### config.mk
export PLATFORM = sky130hd
export DESIGN_NAME = uart_bytes_to_packets_flat
export DESIGN_NICKNAME = d
export VERILOG_FILES = /design/src/rtl/uart_stream_pkg.sv /design/src/rtl/uart_bytes_to_packets_if.sv /design/src/rtl/uart_bytes_to_packets.sv /design/src/flat_wrapper.sv
export SDC_FILE = /design/constraint.sdc
export NUM_CORES = 1
export LEC_CHECK = 0
export CAP_MARGIN = 20
export CORE_UTILIZATION = 44
export CTS_BUF_LIST = sky130_fd_sc_hd__clkbuf_4 sky130_fd_sc_hd__clkbuf_8 sky130_fd_sc_hd__clkbuf_16
export CTS_CLUSTER_DIAMETER = 200
export CTS_CLUSTER_SIZE = 16
export DETAILED_ROUTE_END_ITERATION = 16
export PLACE_DENSITY = 0.74
export SLEW_MARGIN = 5
export SYNTH_ARGS = -nofsm -noshare
export SYNTH_HDL_FRONTEND = slang
export SYNTH_SLANG_ARGS = --single-unit
### constraint.sdc
create_clock -name clk -period 1.8 [get_ports clk]
set_clock_uncertainty 0.15 [all_clocks]
set_input_delay 0.27 -clock clk [delete_from_list [all_inputs] [get_ports clk]]
set_output_delay 0.27 -clock clk [all_outputs]
set_load 0.02 [all_outputs]
### src/rtl/uart_stream_pkg.sv
// Shared byte-protocol constants and decoder state encoding for the UART
// stream converters (bytes-to-packets here, packets-to-bytes on transmit).
package uart_stream_pkg;

  localparam int unsigned BYTE_W = 8;

  localparam logic [BYTE_W-1:0] SOP_CHAR     = 8'h7A;
  localparam logic [BYTE_W-1:0] EOP_CHAR     = 8'h7B;
  localparam logic [BYTE_W-1:0] CHANNEL_CHAR = 8'h7C;
  localparam logic [BYTE_W-1:0] ESCAPE_CHAR  = 8'h7D;
  localparam logic [BYTE_W-1:0] ESCAPE_XOR   = 8'h20;

  typedef enum logic [1:0] {
    NORMAL   = 2'd0,
    ESC      = 2'd1,
    CHAN     = 2'd2,
    CHAN_ESC = 2'd3
  } state_t;

endpackage

### src/rtl/uart_bytes_to_packets_if.sv
// Byte-sink and packet-source handshake bundle of the bytes-to-packets decoder.
// Optional out_error exists only when UART_B2P_ERROR_EN is defined.
// master: the decoder; slave: the surrounding byte source / packet sink.
interface uart_bytes_to_packets_if #(
  parameter int unsigned CHANNEL_WIDTH = 8
);
  import uart_stream_pkg::*;

  logic                     in_ready;
  logic                     in_valid;
  logic [BYTE_W-1:0]        in_data;
  logic                     out_ready;
  logic                     out_valid;
  logic [BYTE_W-1:0]        out_data;
  logic                     out_startofpacket;
  logic                     out_endofpacket;
  logic [CHANNEL_WIDTH-1:0] out_channel;
`ifdef UART_B2P_ERROR_EN
  logic                     out_error;
`endif

  modport master (
    input  in_valid, in_data, out_ready,
    output in_ready, out_valid, out_data, out_startofpacket, out_endofpacket, out_channel
`ifdef UART_B2P_ERROR_EN
    , output out_error
`endif
  );

  modport slave (
    output in_valid, in_data, out_ready,
    input  in_ready, out_valid, out_data, out_startofpacket, out_endofpacket, out_channel
`ifdef UART_B2P_ERROR_EN
    , input out_error
`endif
  );

endinterface

### src/rtl/uart_bytes_to_packets.sv
// Decodes the UART host byte protocol (SOP/EOP/channel markers, escape) into
// an Avalon-ST packet stream through a single output register.
// Optional packet framing error flag: define UART_B2P_ERROR_EN.
module uart_bytes_to_packets
  import uart_stream_pkg::*;
#(
  parameter int unsigned CHANNEL_WIDTH = 8
) (
  input  logic                    clk,
  input  logic                    reset,
  uart_bytes_to_packets_if.master bus
);

  state_t                   r_state;
  state_t                   w_state_nxt;
  logic                     r_sop_pend;
  logic                     r_eop_pend;
  logic [CHANNEL_WIDTH-1:0] r_chan;

  logic                     r_out_valid;
  logic [BYTE_W-1:0]        r_out_data;
  logic                     r_out_sop;
  logic                     r_out_eop;
  logic [CHANNEL_WIDTH-1:0] r_out_chan;

  logic                     w_in_ready;
  logic                     w_accept;
  logic                     w_emit;
  logic [BYTE_W-1:0]        w_beat_data;
  logic                     w_sop_pend_nxt;
  logic                     w_eop_pend_nxt;
  logic [CHANNEL_WIDTH-1:0] w_chan_nxt;

  // Input is taken whenever the output register is empty or draining
  assign w_in_ready = !r_out_valid || bus.out_ready;
  assign w_accept   = bus.in_valid && w_in_ready;

  // Decode state register
  always_ff @(posedge clk or posedge reset) begin
    if (reset) r_state <= NORMAL;
    else       r_state <= w_state_nxt;
  end

  // Next decode state, advancing only on an accepted byte
  always_comb begin
    w_state_nxt = r_state;
    if (w_accept) begin
      case (r_state)
        NORMAL: begin
          if (bus.in_data == CHANNEL_CHAR)     w_state_nxt = CHAN;
          else if (bus.in_data == ESCAPE_CHAR) w_state_nxt = ESC;
        end
        ESC:      w_state_nxt = NORMAL;
        CHAN:     w_state_nxt = (bus.in_data == ESCAPE_CHAR) ? CHAN_ESC : NORMAL;
        CHAN_ESC: w_state_nxt = NORMAL;
        default:  w_state_nxt = NORMAL;
      endcase
    end
  end

  // Per-byte action: beat emission, pending flag and channel updates
  always_comb begin
    w_emit         = 1'b0;
    w_beat_data    = bus.in_data;
    w_sop_pend_nxt = r_sop_pend;
    w_eop_pend_nxt = r_eop_pend;
    w_chan_nxt     = r_chan;
    if (w_accept) begin
      case (r_state)
        NORMAL: begin
          if (bus.in_data == SOP_CHAR)      w_sop_pend_nxt = 1'b1;
          else if (bus.in_data == EOP_CHAR) w_eop_pend_nxt = 1'b1;
          else if ((bus.in_data != CHANNEL_CHAR) && (bus.in_data != ESCAPE_CHAR))
            w_emit = 1'b1;
        end
        ESC: begin
          w_emit      = 1'b1;
          w_beat_data = bus.in_data ^ ESCAPE_XOR;
        end
        CHAN: begin
          if (bus.in_data != ESCAPE_CHAR) w_chan_nxt = CHANNEL_WIDTH'(bus.in_data);
        end
        CHAN_ESC: w_chan_nxt = CHANNEL_WIDTH'(bus.in_data ^ ESCAPE_XOR);
        default: ;
      endcase
    end
    if (w_emit) begin
      w_sop_pend_nxt = 1'b0;
      w_eop_pend_nxt = 1'b0;
    end
  end

  // Pending flags, channel register and the single output beat register
  always_ff @(posedge clk or posedge reset) begin
    if (reset) begin
      r_sop_pend  <= 1'b0;
      r_eop_pend  <= 1'b0;
      r_chan      <= '0;
      r_out_valid <= 1'b0;
      r_out_data  <= '0;
      r_out_sop   <= 1'b0;
      r_out_eop   <= 1'b0;
      r_out_chan  <= '0;
    end else begin
      r_sop_pend <= w_sop_pend_nxt;
      r_eop_pend <= w_eop_pend_nxt;
      r_chan     <= w_chan_nxt;
      if (w_emit) begin
        r_out_valid <= 1'b1;
        r_out_data  <= w_beat_data;
        r_out_sop   <= r_sop_pend;
        r_out_eop   <= r_eop_pend;
        r_out_chan  <= r_chan;
      end else if (bus.out_ready) begin
        r_out_valid <= 1'b0;
      end
    end
  end

`ifdef UART_B2P_ERROR_EN
  logic r_in_packet;
  logic r_out_error;

  // Track packet framing; flag SOP inside a packet or data outside one
  always_ff @(posedge clk or posedge reset) begin
    if (reset) begin
      r_in_packet <= 1'b0;
      r_out_error <= 1'b0;
    end else if (w_emit) begin
      r_out_error <= r_sop_pend ? r_in_packet : !r_in_packet;
      if (r_eop_pend)      r_in_packet <= 1'b0;
      else if (r_sop_pend) r_in_packet <= 1'b1;
    end
  end

  assign bus.out_error = r_out_error;
`endif

  assign bus.in_ready          = w_in_ready;
  assign bus.out_valid         = r_out_valid;
  assign bus.out_data          = r_out_data;
  assign bus.out_startofpacket = r_out_sop;
  assign bus.out_endofpacket   = r_out_eop;
  assign bus.out_channel       = r_out_chan;

endmodule

### src/flat_wrapper.sv
// flat-port wrapper written by rule: the top's interface ports become plain ports
module uart_bytes_to_packets_flat import uart_stream_pkg::*;
#(
  parameter int unsigned CHANNEL_WIDTH = 8
)
  (clk, reset, bus_in_valid, bus_in_data, bus_out_ready, bus_in_ready, bus_out_valid, bus_out_data, bus_out_startofpacket, bus_out_endofpacket, bus_out_channel);
  uart_bytes_to_packets_if #(.CHANNEL_WIDTH(CHANNEL_WIDTH)) bus_i ();
  input  logic clk;
  input  logic reset;
  input wire logic [$bits(bus_i.in_valid)-1:0] bus_in_valid;
  input wire logic [$bits(bus_i.in_data)-1:0] bus_in_data;
  input wire logic [$bits(bus_i.out_ready)-1:0] bus_out_ready;
  output wire logic [$bits(bus_i.in_ready)-1:0] bus_in_ready;
  output wire logic [$bits(bus_i.out_valid)-1:0] bus_out_valid;
  output wire logic [$bits(bus_i.out_data)-1:0] bus_out_data;
  output wire logic [$bits(bus_i.out_startofpacket)-1:0] bus_out_startofpacket;
  output wire logic [$bits(bus_i.out_endofpacket)-1:0] bus_out_endofpacket;
  output wire logic [$bits(bus_i.out_channel)-1:0] bus_out_channel;
  assign bus_i.in_valid = bus_in_valid;
  assign bus_i.in_data = bus_in_data;
  assign bus_i.out_ready = bus_out_ready;
  assign bus_in_ready = bus_i.in_ready;
  assign bus_out_valid = bus_i.out_valid;
  assign bus_out_data = bus_i.out_data;
  assign bus_out_startofpacket = bus_i.out_startofpacket;
  assign bus_out_endofpacket = bus_i.out_endofpacket;
  assign bus_out_channel = bus_i.out_channel;
  uart_bytes_to_packets #(.CHANNEL_WIDTH(CHANNEL_WIDTH)) u_core (.clk(clk), .reset(reset), .bus(bus_i));
endmodule
### Word level (Yosys, flattened, before mapping)

Index checks and enable logic that the tools add are counted.

* eq/ne operators: 12
* multiplexer cells: 24
* reduce and logical (&&, ||, !) cells: 16
* bitwise logic cells: 1

Operators by type and width (number)
* 8-bit by 7-bit equality test with 1-bit output, second input constant: 4
* 8-bit by 7-bit inequality test with 1-bit output, second input constant: 2
* 8-bit one-hot mux with 2 select lines: 1
* 1-bit two-way mux: 15
* 6-bit two-way mux: 2
* 2-bit nonzero test: 6
* 8-bit two-way mux: 1
* 2-bit two-way mux: 3
* 2-bit one-hot mux with 3 select lines: 1
* 3-bit AND reduction: 2
* 2-bit equality test, second input constant: 2
* 2-bit by 1-bit inequality test with 1-bit output, second input constant: 2
* 4-bit AND reduction: 1
* 3-bit by 1-bit inequality test with 1-bit output, second input constant: 1
* 2-bit by 1-bit equality test with 1-bit output, second input constant: 1
* 1-bit logical AND: 2
* 2-bit logical NOT: 1
* 1-bit one-hot mux with 2 select lines: 1
* 2-bit AND reduction: 1
* 2-bit OR reduction: 1
* 1-bit logical NOT: 1
* 1-bit logical OR: 1
* 1-bit inverter: 1

* bits of input ports: 12
* register bits after elaboration: 31
* logic and storage cells: 62

### Longest topological paths before layout

Gate-level depths: netlist (run 1).

* word-level depth: 9
* mapped depth: 5
* depth with buffers taken out: 5

### Worst setup path before layout (run 1)

No wires, ideal clock.

* path type: reg-to-reg
* start: register u_core.r_out_valid, in the netlist u_core.bus.out_valid
* end: register u_core.r_chan[3]
* required time: 1.525 ns
* data arrival time: 1.640 ns
* slack: -0.115 ns
* library setup time: 0.125 ns
* stages on the path, launching flop included: 6
* cell sequence: dfrtp_1 > and2b_1 > inv_1 > nand3_2 > nor2_1 > mux2_2

* cells in the longest elaborated chain, start to end: 4

Ends and longest elaborated chain
* start: declaration: RTL line uart_bytes_to_packets.sv:20 `logic r_out_valid;`
* start signal: assignment: RTL line uart_bytes_to_packets.sv:99 `r_out_valid <= 1'b0;`
* start signal: assignment: RTL line uart_bytes_to_packets.sv:109 `r_out_valid <= 1'b1;`
* start signal: assignment: RTL line uart_bytes_to_packets.sv:115 `r_out_valid <= 1'b0;`
* 1-bit logical NOT: RTL line uart_bytes_to_packets.sv:35 `assign w_in_ready = !r_out_valid || bus.out_ready;`
* 1-bit logical OR: RTL line uart_bytes_to_packets.sv:35
* via bus_in_ready: RTL line flat_wrapper.sv:13 `output wire logic [$bits(bus_i.in_ready)-1:0] bus_in_ready;`
* 1-bit logical AND: RTL line uart_bytes_to_packets.sv:36 `assign w_accept = bus.in_valid && w_in_ready;`
* 3-bit AND reduction (no source line)
* end signal: assignment: RTL line uart_bytes_to_packets.sv:107 `r_chan <= w_chan_nxt;`
* end: declaration: RTL line uart_bytes_to_packets.sv:18 `logic [CHANNEL_WIDTH-1:0] r_chan;`

The timed path passes the listed nets, and every way through them passes these cells.
A chain may end at the register's enable or synchronous reset.

### Worst setup path in the final report (run 1)

* start: register u_core.r_out_valid, in the netlist u_core.bus.out_valid
* end: output port bus_out_valid

RTL lines
* end: declaration: RTL line flat_wrapper.sv:14 `output wire logic [$bits(bus_i.out_valid)-1:0] bus_out_valid;`

No word-level cell between the ends.

==> results of run 1 <==
[cells by family (layout without fill, tap and decap cells)]
kind of cell	count (synthesis)	count (layout)	synth area share (%)
compound gates	17	17	9.268
xor+xnor	3	3	1.854
buf+inv	10	69	3.883
flops	31	31	54.72
mux	21	21	18.62
simple gates	27	27	11.65
[synth_stat cells (2+ instances only)]
| cell | count |
|---|---|
| o21ai_0 | 4 |
| inv_1 | 8 |
| nand2b_1 | 2 |
| a31oi_1 | 2 |
| dfrtp_1 | 31 |
| o211ai_1 | 2 |
| mux2i_1 | 2 |
| xnor2_1 | 2 |
| nor2_1 | 6 |
| o22a_1 | 3 |
| nand3_1 | 5 |
| mux2_2 | 11 |
| mux2_4 | 8 |
| nand2_1 | 2 |
| nor3_1 | 3 |
[repair_timing]
action,4_1_cts,5_1_grt
endpoints found under the setup margin,2,6
pin swaps,0,0
gates resized for setup,2,3
[metal layers]
metal / global-route usage [%] / vias up
met5: 0 / -
met3: 6.593 / 11
met4: 11.56 / 0
li1: - / 510
met1: 27.61 / 535
met2: 33.77 / 30
[worst paths after layout]
check                                     start                      to
max                        u_core.bus.out_valid           bus_out_valid
min                                       reset        u_core.r_chan[1]
max reg2reg                u_core.bus.out_valid  u_core.bus.out_data[6]
min reg2reg                    u_core.r_chan[2]        u_core.r_chan[2]
max in group asynchronous                 reset  u_core.bus.out_data[6]
min in group clk               u_core.r_chan[2]        u_core.r_chan[2]
[cells in the final DEF, fill, tap and decap left out, types with 3 or more instances in the layout]
cell | Yosys | routed
buf_4 | 0 | 21
clkbuf_4 | 0 | 5
dfrtp_1 | 31 | 31
o22a_1 | 3 | 3
o21ai_0 | 4 | 4
mux2_2 | 11 | 11
clkdlybuf4s50_1 | 0 | 28
inv_1 | 8 | 7
mux2_4 | 8 | 8
nor2_1 | 6 | 5
nand3_1 | 5 | 5
[power by group]
group          switching (uW)  total (uW)  internal (uW)
registers                34.6         786            752
logic                     168         367            199
clock network             243         424            181
total                     446        1580           1130
[registers in the layout, indices dropped and copies added, names as in the netlist]
register                      count
u_core.bus.out_endofpacket        1
u_core.bus.out_data               8
u_core.r_chan                     8
u_core.r_state                    2
u_core.r_eop_pend                 1
u_core.bus.out_channel            8
u_core.bus.out_valid              1
u_core.r_sop_pend                 1
u_core.bus.out_startofpacket      1
[through the flow]
stage          setup WS, ps  utilization (%)
2_1_floorplan         30.65                -
3_3_place_gp         -226.4            64.14
3_5_place_dp         -272.4            64.14
4_1_cts              0.6748            65.90
5_1_grt               4.007            66.19
6_report              42.36            66.19
[final cells by class]
| cell class | count | area [um2] | area share (%) |
|---|---|---|---|
| inverters | 8 | 30.03 | 1.486 |
| clock inverters | 1 | 5.005 | 0.2477 |
| repair buffers | 54 | 509.2 | 25.20 |
| flip-flops and latches | 31 | 775.7 | 38.39 |
| well taps | 44 | 55.05 | 2.724 |
| multi-input cells | 68 | 594.3 | 29.41 |
| clock buffers | 6 | 51.30 | 2.539 |
==> impl_metrics.tcl, run 1 <==
set metrics [dict create \
    vias 1086 \
    worst-setup-path-type "reg2out" \
    total_power_uw 1577 \
    clock_latency_ps 350 \
    area_growth_pct 42.54 \
    yosysSeqAreaShare_pct 54.72 \
    synth_top_area_cell "dfrtp_1" \
    r2r_setup_slack_ps 110 \
    synth_area_leaders "dfrtp_1 (55%), mux2_2 (8.7%), mux2_4 (8.5%), inv_1 (2.1%), o22a_1 (1.9%)" \
    gp_congestion 0.8364 \
    max_slew.worst_pin.slew_ps 397.9 \
    fp.dieH_um 58.76 \
    slew_headroom_pct 73.48 \
    grt_pass1_wl_um 5423 \
    critPathArrivalTime_ps 1340 \
    dpl_cell_area_mm2 0.001958 \
    core-area_mm2 0.003053 \
    drtAntennaViolNets 0 \
    instances_no_fill 212 \
    wl_per_cell_um 15.30 \
    cp-end-kind "output pin" \
    clk_pin_slew_ps 110 \
    fin_nets 180 \
    status "completed" \
    yosysWarnings 0 \
    min_period_ps 1758 \
    drv_cap 0 \
    viasPerCell 5.123 \
    cp_max_fo 2 \
    yosys_most_used_dff "dfrtp_1" \
    drt_pre_antenna_iters 4 \
    wl_um 3244 \
    cp_slowest_stage_delay_ps 620 \
    clkSinkCount 31 \
    cts_buffers 5 \
    cp_num_buf_inv 1 \
    drive_above_1_share_pct 33.93 \
    leakage_uw 0.0009516 \
    cts_buffer_depth 2 \
    rsz0062_at_grt "false" \
    wl_met1_um 1475 \
    rr_worst_depth 6 \
    synth_edf_count 0 \
    slew_violations 0 \
    wl_met3_um 114 \
    async_reset_ff_share_pct 100.0 \
    drc 0 \
    synth_top_area_share_pct 54.72 \
    grt_pass1_vias 1141 \
    wl_met2_um 1570 \
    h-tree-depth 2 \
    holdWs_ps 145.2 \
    synth_area_mm2 0.001418 \
    overflow 0 \
    critical_path.cell_chain "clkdlybuf4s50_1" \
    p_per_area_mw_per_mm2 780.6 \
    dieArea_mm2 0.003453 \
    drt_iter0_markers 33 \
    cp.depth 1 \
    n_antenna_cell 0 \
    grt_usage_pct 21.89 \
    grt_max_degree 32 \
    start_util_pct 46.43 \
    hold_viol_final 0 \
    antenna_found_initial 0 \
    crit_path_start_kind "flip-flop" \
    tns_ps 0 \
    hpwl_um 2452 \
    nFillCells 244 \
    hold_buffers 0 \
    finalSetupViolCount 0 \
    highest_layer "met4" \
    syn-num-nets 121 \
    ys_types 33 \
    post-cts-setup-buffers 0 \
    cts_tree "yes" \
    synth.avg_cell_area_um2 13.01 \
    ir_worst_vdd_mv 0.5487 \
    io_buffers 31 \
    finish.instance_area_mm2 0.002021 \
    clockRootBuffer "clkbuf_4" \
    critPathSlowestCell "clkdlybuf4s50_1" \
    critical_path.top_delay_family "buffers and inverters" \
    synthesis.instances 109 \
    ys_ff_latch 31 \
    hold_path.class "in2async" \
    die_w_um 58.76 \
    dp_cells 205 \
    pin_count 32 \
    placementRows 20 \
    period_share_pct 97.65 \
    cp.required_ps 1380 \
    fmax_ghz 0.5689 \
]
Power figures use the tool's default switching activity.
==> inputs of run 2 (changes only) <==
- SLEW_MARGIN: 5 -> 20
==> results of run 2 <==
No change in the layout: final DEF, timing and power equal those of run 1.
